File: src/rtl/up_counter.sv
// Modulo up-counter with terminal-count flag and a registered wrap pulse.
// Define UP_COUNTER_CTRL_EN to add the en/ld/ld_val control inputs.
module up_counter #(
  parameter int unsigned      WIDTH   = 4,
  parameter logic [WIDTH-1:0] MAX_VAL = {WIDTH{1'b1}},
  parameter logic [WIDTH-1:0] RST_VAL = '0
) (
  input  logic             clk,
  input  logic             rstn,
`ifdef UP_COUNTER_CTRL_EN
  input  logic             en,
  input  logic             ld,
  input  logic [WIDTH-1:0] ld_val,
`endif
  output logic [WIDTH-1:0] out,
  output logic             tc,
  output logic             wrap
);

  localparam logic [WIDTH-1:0] ONE = WIDTH'(1);

  logic [WIDTH-1:0] r_count;
  logic             r_wrap;
  logic [WIDTH-1:0] w_count_next;
  logic             w_wrap_next;
  logic             w_en;
  logic             w_ld;
  logic [WIDTH-1:0] w_ld_val;

`ifdef UP_COUNTER_CTRL_EN
  assign w_en     = en;
  assign w_ld     = ld;
  assign w_ld_val = ld_val;
`else
  assign w_en     = 1'b1;
  assign w_ld     = 1'b0;
  assign w_ld_val = '0;
`endif

  // Loads are clamped so out can never exceed the terminal count.
  always_comb begin
    w_count_next = r_count;
    w_wrap_next  = 1'b0;
    if (w_ld) begin
      w_count_next = (w_ld_val > MAX_VAL) ? MAX_VAL : w_ld_val;
    end else if (w_en) begin
      if (r_count < MAX_VAL) begin
        w_count_next = r_count + ONE;
      end else begin
        w_count_next = '0;
        w_wrap_next  = (r_count == MAX_VAL);
      end
    end
  end

  always_ff @(posedge clk) begin
    if (!rstn) begin
      r_count <= RST_VAL;
      r_wrap  <= 1'b0;
    end else begin
      r_count <= w_count_next;
      r_wrap  <= w_wrap_next;
    end
  end

  assign out  = r_count;
  assign tc   = (r_count == MAX_VAL);
  assign wrap = r_wrap;

endmodule

File: config.mk
export PLATFORM = sky130hd
export DESIGN_NAME = up_counter
export DESIGN_NICKNAME = d
export VERILOG_FILES = /design/src/rtl/up_counter.sv
export SDC_FILE = /design/constraint.sdc
export NUM_CORES = 1
export LEC_CHECK = 0
export ABC_AREA = 1
export BUFFER_PORTS_ARGS = -buffer_cell sky130_fd_sc_hd__buf_4
export CAP_MARGIN = 20
export CORE_AREA = 2 2 39 41
export DETAILED_ROUTE_END_ITERATION = 7
export DIE_AREA = 0 0 41 43
export HOLD_SLACK_MARGIN = 0.08
export MAX_ROUTING_LAYER = met4
export PLACE_DENSITY_LB_ADDON = 0.15
export SETUP_SLACK_MARGIN = 0.02
export SYNTH_ARGS = -nofsm -noshare
export SYNTH_HDL_FRONTEND = slang
export SYNTH_SLANG_ARGS = --single-unit
File: constraint.sdc
create_clock -name clk -period 1.3 [get_ports clk]
set_clock_uncertainty 0.2 [all_clocks]
set_input_delay 0.195 -clock clk [delete_from_list [all_inputs] [get_ports clk]]
set_output_delay 0.195 -clock clk [all_outputs]
set_load 0.03 [all_outputs]
---- Word level (Yosys, flattened, before mapping) ----
Cells that the tools add are included.
W data, S select, Z words.
storage, ports and cells
  register bits after elaboration ......... 5
  latch bits .............................. 0
  memory bits (writable) .................. 0
  bits in read-only memories .............. 0
  input port bits ......................... 2
  word-level logic and storage cells ...... 8
  memories kept ........................... 0
cells by class
  $add $sub $neg .......................... 1
  multipliers ............................. 0
  divide/modulo/power cells ............... 0
  order comparisons ....................... 1
  eq/ne operators ......................... 1
  shift-type cells ........................ 0
  muxes and demuxes ....................... 0
  bitwise gates (word level) .............. 1
  reductions and logical operators ........ 2
operators with widths
  kind                   count
  $add A4 B1 Y4 const B  1
  $eq A4 B4 Y1 const B   1
  $lt A4 B4 Y1 const B   1
  $reduce_and A2 Y1      1
  $reduce_or A2 Y1       1
  $not A1 Y1             1

---- Logic depth before layout (Yosys ltp) ----
Gate-level depths: netlist (run 1).
  depth after elaboration ................. 2
  gate-level depth with buffers ........... 4

---- Worst setup path before layout (run 1) ----
No wires, ideal clock.
  kind .................................... reg-to-output
  start point ............................. register r_count[0], in the netlist out[0]
  end point ............................... output port tc
  arrival time ............................ 1.132 ns
  setup slack ............................. -0.227 ns
  stages on the path, launching flop included .. 4
  cells stage by stage .................... dfxtp_1 ha_1 nand3_1 inv_1
on the way
  word-level cells in the longest chain between the ends .. 1
RTL lines
  item                    line  RTL
  start, declared         22    logic [WIDTH-1:0] r_count;
  start signal, assigned  61    r_count <= w_count_next;
  $eq A4 B4 Y1            67    assign tc = (r_count == MAX_VAL);
  end, declared           16    output logic tc,
Every way passes these cells.

---- Worst setup path in the final report (run 1) ----
Same ends and word-level chain as after synthesis.

==> impl_metrics.tcl, run 1 <==
set metrics [dict create \
    routed_wirelength_um 475 \
    multi_input_area_sq_um 103 \
    final_area_sq_um 393 \
    synth.top_cell.area_share 0.533 \
    seq_power_share 0.406 \
    finalPower_mw 0.425 \
    path_class "reg -> out" \
    gp_congestion 0.642 \
    ys_ff_latch 5 \
    crit_path_max_incr_delay_ps 350 \
    wl_per_cell_um 8.48 \
    rsz0062_at_grt "true" \
    cpMaxStageDelayCell "dfxtp_4" \
    worstSetupStartpoint "out[0]" \
    dieArea_sq_um 1760 \
    switching_share 0.253 \
    root_buffer "clkbuf_4" \
    finalHoldViolCount 0 \
    cts_made_buffers 3 \
    fin_ws_ps -62.0 \
    p_per_area_nw_per_um2 1080 \
    vias_per_cell 3.63 \
    ir_worst_vdd_mv 0.767 \
    ys_warn_count 0 \
    endpoint_kind "output pin" \
    yosysSeqAreaShare 0.533 \
    avgSynthCellArea_sq_um 8.53 \
    seqCellArea_sq_um 110 \
    drive_above_1_share 0.625 \
    syn-cell-area_sq_um 188 \
    max_freq_ghz 0.734 \
    drc 0 \
    grt_pass1_wl_um 717 \
    maxCapViolCount 0 \
    ios 8 \
    finalSetupViolations 1 \
    post_synth_main_area_contributors "dfxtp_1 53%, inv_1 8.0%, nor2_1 8.0%, ha_1 6.7%, nand3_1 5.3%" \
    place_area_sq_um 284 \
    vias 203 \
    p_leak_nw 0.181 \
    tightest_slew_ps 146 \
    core_sq_um 1380 \
    grt_pass1_vias 184 \
    clockPowerShare 0.415 \
    synth_largest_area_cell "dfxtp_1" \
    crit_required_ps 900 \
    critPathCapture "tc" \
    post-route-period-util 1.05 \
    cts_tree "built" \
    start_util 0.136 \
    critPathLaunchType "flop" \
    worstPathArrival_ps 970 \
    combPwrFrac 0.179 \
    die_height_um 43 \
    setup_tns_ps -62.0 \
    violations "negative setup slack" \
    area_delta_synth_final_pct 109 \
    drv_slew 0 \
    antenna_found_initial 0 \
    cts.sinks 5 \
    p_switching_mw 0.108 \
    dieWidth_um 41 \
    port-buffer-count 7 \
    clkTransAtPathRegs_ps 40 \
    r2r_end "out[2]" \
    slew_headroom 0.902 \
    drtIter0Drc 0 \
    h-tree-depth 1 \
    reg2reg_depth 5 \
    worstSkewPairLatency_ps 240 \
    diodes 0 \
    grt_max_degree 6 \
    cp_cell_sequence "ha_4 > nand3_4 > inv_2 > buf_6" \
    clock_path_buffers 2 \
    path_max_fanout 2 \
    synthCells 22 \
    grtUsageTotal 0.0711 \
    syn-num-nets 25 \
    antenna_left 0 \
    drt_first_pass_iters 1 \
    status "finished with violations" \
    nFillCells 154 \
    nNetsFinal 44 \
    hold_path_class "reg -> reg" \
    p_int_mw 0.317 \
    post-route-min-period_ps 1360 \
    core.rowCount 14 \
    ys_types 10 \
    r2r_slack_ps 60 \
    r2r_start "out[1]" \
    grt_overflow 0 \
]
-- state kept, by name (all words and copies together) (netlist names) --
register	flops
out	4
wrap	1
-- cells in the mapped netlist --
cell type / number
ha_1: 1
nand3_1: 2
nand4_1: 1
nor2_1: 4
dfxtp_1: 5
nand2_2: 1
nor2_2: 1
inv_1: 4
xnor2_1: 1
nand2_1: 2
-- critical path, delay by kind of cell, from the launching register on --
family / cells / cell delay, ps
buf+inv: 2 / 180
flops: 1 / 350
fa+ha+maj: 1 / 140
simple gates: 1 / 60
-- final cells by class --
cell class | count | area share
Multi-Input combinational cell | 13 | 0.261
Clock buffer | 4 | 0.0669
Tap cell | 16 | 0.0510
Timing Repair Buffer | 14 | 0.303
Inverter | 4 | 0.0382
Sequential cell | 5 | 0.280
-- per-layer routing --
metal | global-route usage | part of all wire | wire length (um)
met5 | - | 0 | 0
met3 | 0.0942 | 0.11 | 54
met2 | 0.0813 | 0.48 | 226
met4 | 0.0200 | 0 | 0
met1 | 0.0712 | 0.41 | 193
-- metrics by stage --
stage	utilization	instances	setup slack, ps	hold slack, ps
CTS	0.266	55	-61.5	350
global placement	0.205	47	67.3	247
finish	0.284	56	-62.0	352
detailed placement	0.205	47	61.8	249
global route	0.284	56	-120	386
floorplan	-	22	26.7	121
-- power groups by stage --
stage | Combinational (mW) | Sequential, mW | Clock (mW)
2_1_floorplan | 0.0145 | 0.189 | 0
3_3_place_gp | 0.0525 | 0.173 | 0
3_5_place_dp | 0.0527 | 0.174 | 0
4_1_cts | 0.0685 | 0.172 | 0.183
5_1_grt | 0.0824 | 0.173 | 0.204
6_report | 0.0761 | 0.173 | 0.176
-- repair_timing --
action | CTS | global route
pin swaps | 1 | 1
hold endpoints to repair | 5 | 0
hold buffers | 1 | 0
setup buffers | 3 | 1
gates resized for setup | 5 | 4
setup endpoints to repair | 1 | 6
-- layout by cell type, fill, tap and decap left out --
cell type,instances
inv_1,3
nor2_2,1
nand4_1,1
dfxtp_4,2
clkbuf_4,3
nand2_1,2
nand3_4,1
clkbuf_1,1
buf_4,10
ha_4,1
dfxtp_1,1
buf_6,3
dlygate4sd3_1,1
nor2_1,4
dfxtp_2,2
nand3_1,1
xnor2_1,1
inv_2,1
nand2_4,1
-- cells by family (layout without fill, tap and decap cells) --
group         Yosys count  in the layout  share of synthesized area
simple gates           11             11                      0.273
buf+inv                 4             22                     0.0800
xor+xnor                1              1                     0.0467
flops                   5              5                      0.533
fa+ha+maj               1              1                     0.0667
-- worst min path at each step --
stage / from / to / cells past startpoint
final: out[0] / out[0] / 2
after floorplan: rstn / out[2] / 2
after global placement: rstn / out[2] / 3
after detailed placement: rstn / out[2] / 3
after CTS: out[0] / out[0] / 2
after global routing: out[0] / out[0] / 2
No activity file was read; power rests on OpenSTA's default activity.
==> inputs of run 2 (changes only) <==
--- a/constraint.sdc
+++ b/constraint.sdc
@@ -4,2 +4,2 @@
 set_output_delay 0.195 -clock clk [all_outputs]
-set_load 0.03 [all_outputs]
+set_load 0.01 [all_outputs]
==> impl_metrics.tcl, run 2 (synthesized netlist as in run 1, its figures left out) <==
set metrics [dict create \
    use_met1 0.0707 \
    grt_pass1_wl_um 731 \
    clkTransAtPathRegs_ps 40 \
    worstSkewPairLatency_ps 240 \
    path_max_fanout 2 \
    core.rowCount 14 \
    finalPower_mw 0.422 \
    post-route-min-period_ps 1340 \
    nNetsFinal 44 \
    crit_required_ps 900 \
    r2r_start "out[0]" \
    final_core_util 0.278 \
    routed_wirelength_um 503 \
    h-tree-depth 1 \
    root_buffer "clkbuf_4" \
    finalNonFillerCells 56 \
    core_sq_um 1380 \
    path_class "reg -> out" \
    cts_made_buffers 3 \
    violations "negative setup slack" \
    ir_worst_vdd_mv 0.367 \
    clockPowerShare 0.431 \
    post-route-period-util 1.03 \
    finalSetupViolations 1 \
    finalHoldViolCount 0 \
    switching_share 0.241 \
    drt_first_pass_iters 4 \
    drive_above_1_share 0.625 \
    drv_slew 0 \
    dieWidth_um 41 \
    grtUsageMet3 0.0942 \
    max_freq_ghz 0.744 \
    vias 205 \
    gp_congestion 0.715 \
    diodes 0 \
    p_leak_nw 0.181 \
    p_per_area_nw_per_um2 1090 \
    grtUsageTotal 0.0751 \
    seq_power_share 0.409 \
    area_delta_synth_final_pct 105 \
    combPwrFrac 0.161 \
    place_area_sq_um 283 \
    drtIter0Drc 3 \
    critPathLaunchType "flop" \
    wl_per_cell_um 8.98 \
    layout_common_cells "11 x buf_4, 4 x nor2_1, 3 x inv_1, 3 x clkbuf_4, 3 x dfxtp_2" \
    start_util 0.136 \
    clock_path_buffers 2 \
    cts_tree "built" \
    grt_pass1_vias 171 \
    antenna_left 0 \
    maxCapViolCount 0 \
    grt_max_degree 5 \
    status "finished with violations" \
    worstPathArrival_ps 950 \
    placed_cells 48 \
    p_switching_mw 0.102 \
    worstSetupStartpoint "out[0]" \
    port-buffer-count 7 \
    slew_headroom 0.868 \
    antenna_found_initial 0 \
    cts.sinks 5 \
    busiest_layer "met3" \
    dieArea_sq_um 1760 \
    critPathCapture "tc" \
    ios 8 \
    fin_ws_ps -44.9 \
    die_height_um 43 \
    largest_register_ff_count 4 \
    r2r_end "out[2]" \
    final_common_cell "buf_4" \
    tightest_slew_ps 197 \
    hold_path_class "reg -> reg" \
    final_area_sq_um 385 \
    rsz0062_at_grt "true" \
    grt_overflow 0 \
    endpoint_kind "output pin" \
    drc 0 \
    vias_per_cell 3.66 \
    r2r_slack_ps 40 \
    p_int_mw 0.320 \
    reg2reg_depth 5 \
    use_met2 0.0844 \
]
==> run 2: cell type report <==
type | instances | area [sq um]
fillers | 161 | 998
well taps | 16 | 20.0
multi-input cells | 13 | 105
repair buffers | 14 | 115
clock buffers | 4 | 26.3
inverters | 4 | 15.0
flip-flops and latches | 5 | 104
==> run 2: worst min-delay path by stage <==
stage / start / end / cells after the start
global placement: rstn / wrap / 3
CTS: out[0] / out[0] / 2
finish: out[0] / out[0] / 2
detailed placement: rstn / wrap / 3
floorplan: rstn / out[2] / 2
global route: out[0] / out[0] / 2
==> run 2: worst max-delay path: stages (launching register included) <==
cell     delay, ps
dfxtp_2        350
ha_4           150
nand3_4         70
inv_2           60
buf_6           90
==> run 2: per-layer routing <==
metal,up-vias,wire [um]
met5,-,0
met4,0,4
met3,2,63
met2,9,248
met1,89,187
li1,105,-
==> run 2: through the flow <==
step | setup WS, ps | setup TNS (ps) | hold slack [ps]
5_1_grt | -96.1 | -96.1 | 381
3_3_place_gp | 87.0 | 0 | 251
2_1_floorplan | 63.0 | 0 | 129
4_1_cts | -49.8 | -49.8 | 348
3_5_place_dp | 81.4 | 0 | 249
6_report | -44.9 | -44.9 | 352
==> run 2: power groups by stage <==
stage	Combinational, mW	Clock, mW	Sequential (mW)
floorplan	0.0145	0	0.176
global placement	0.0516	0	0.169
detailed placement	0.0517	0	0.169
CTS	0.0589	0.192	0.170
global route	0.0750	0.212	0.173
finish	0.0678	0.182	0.172
==> run 2: repair_timing <==
item | 4_1_cts | 5_1_grt
endpoints found under the setup margin | 1 | 3
resized for setup | 7 | 4
setup buffers | 2 | 1
hold endpoints to repair | 5 | 0
hold buffers | 1 | 0
pin swaps | 1 | 1
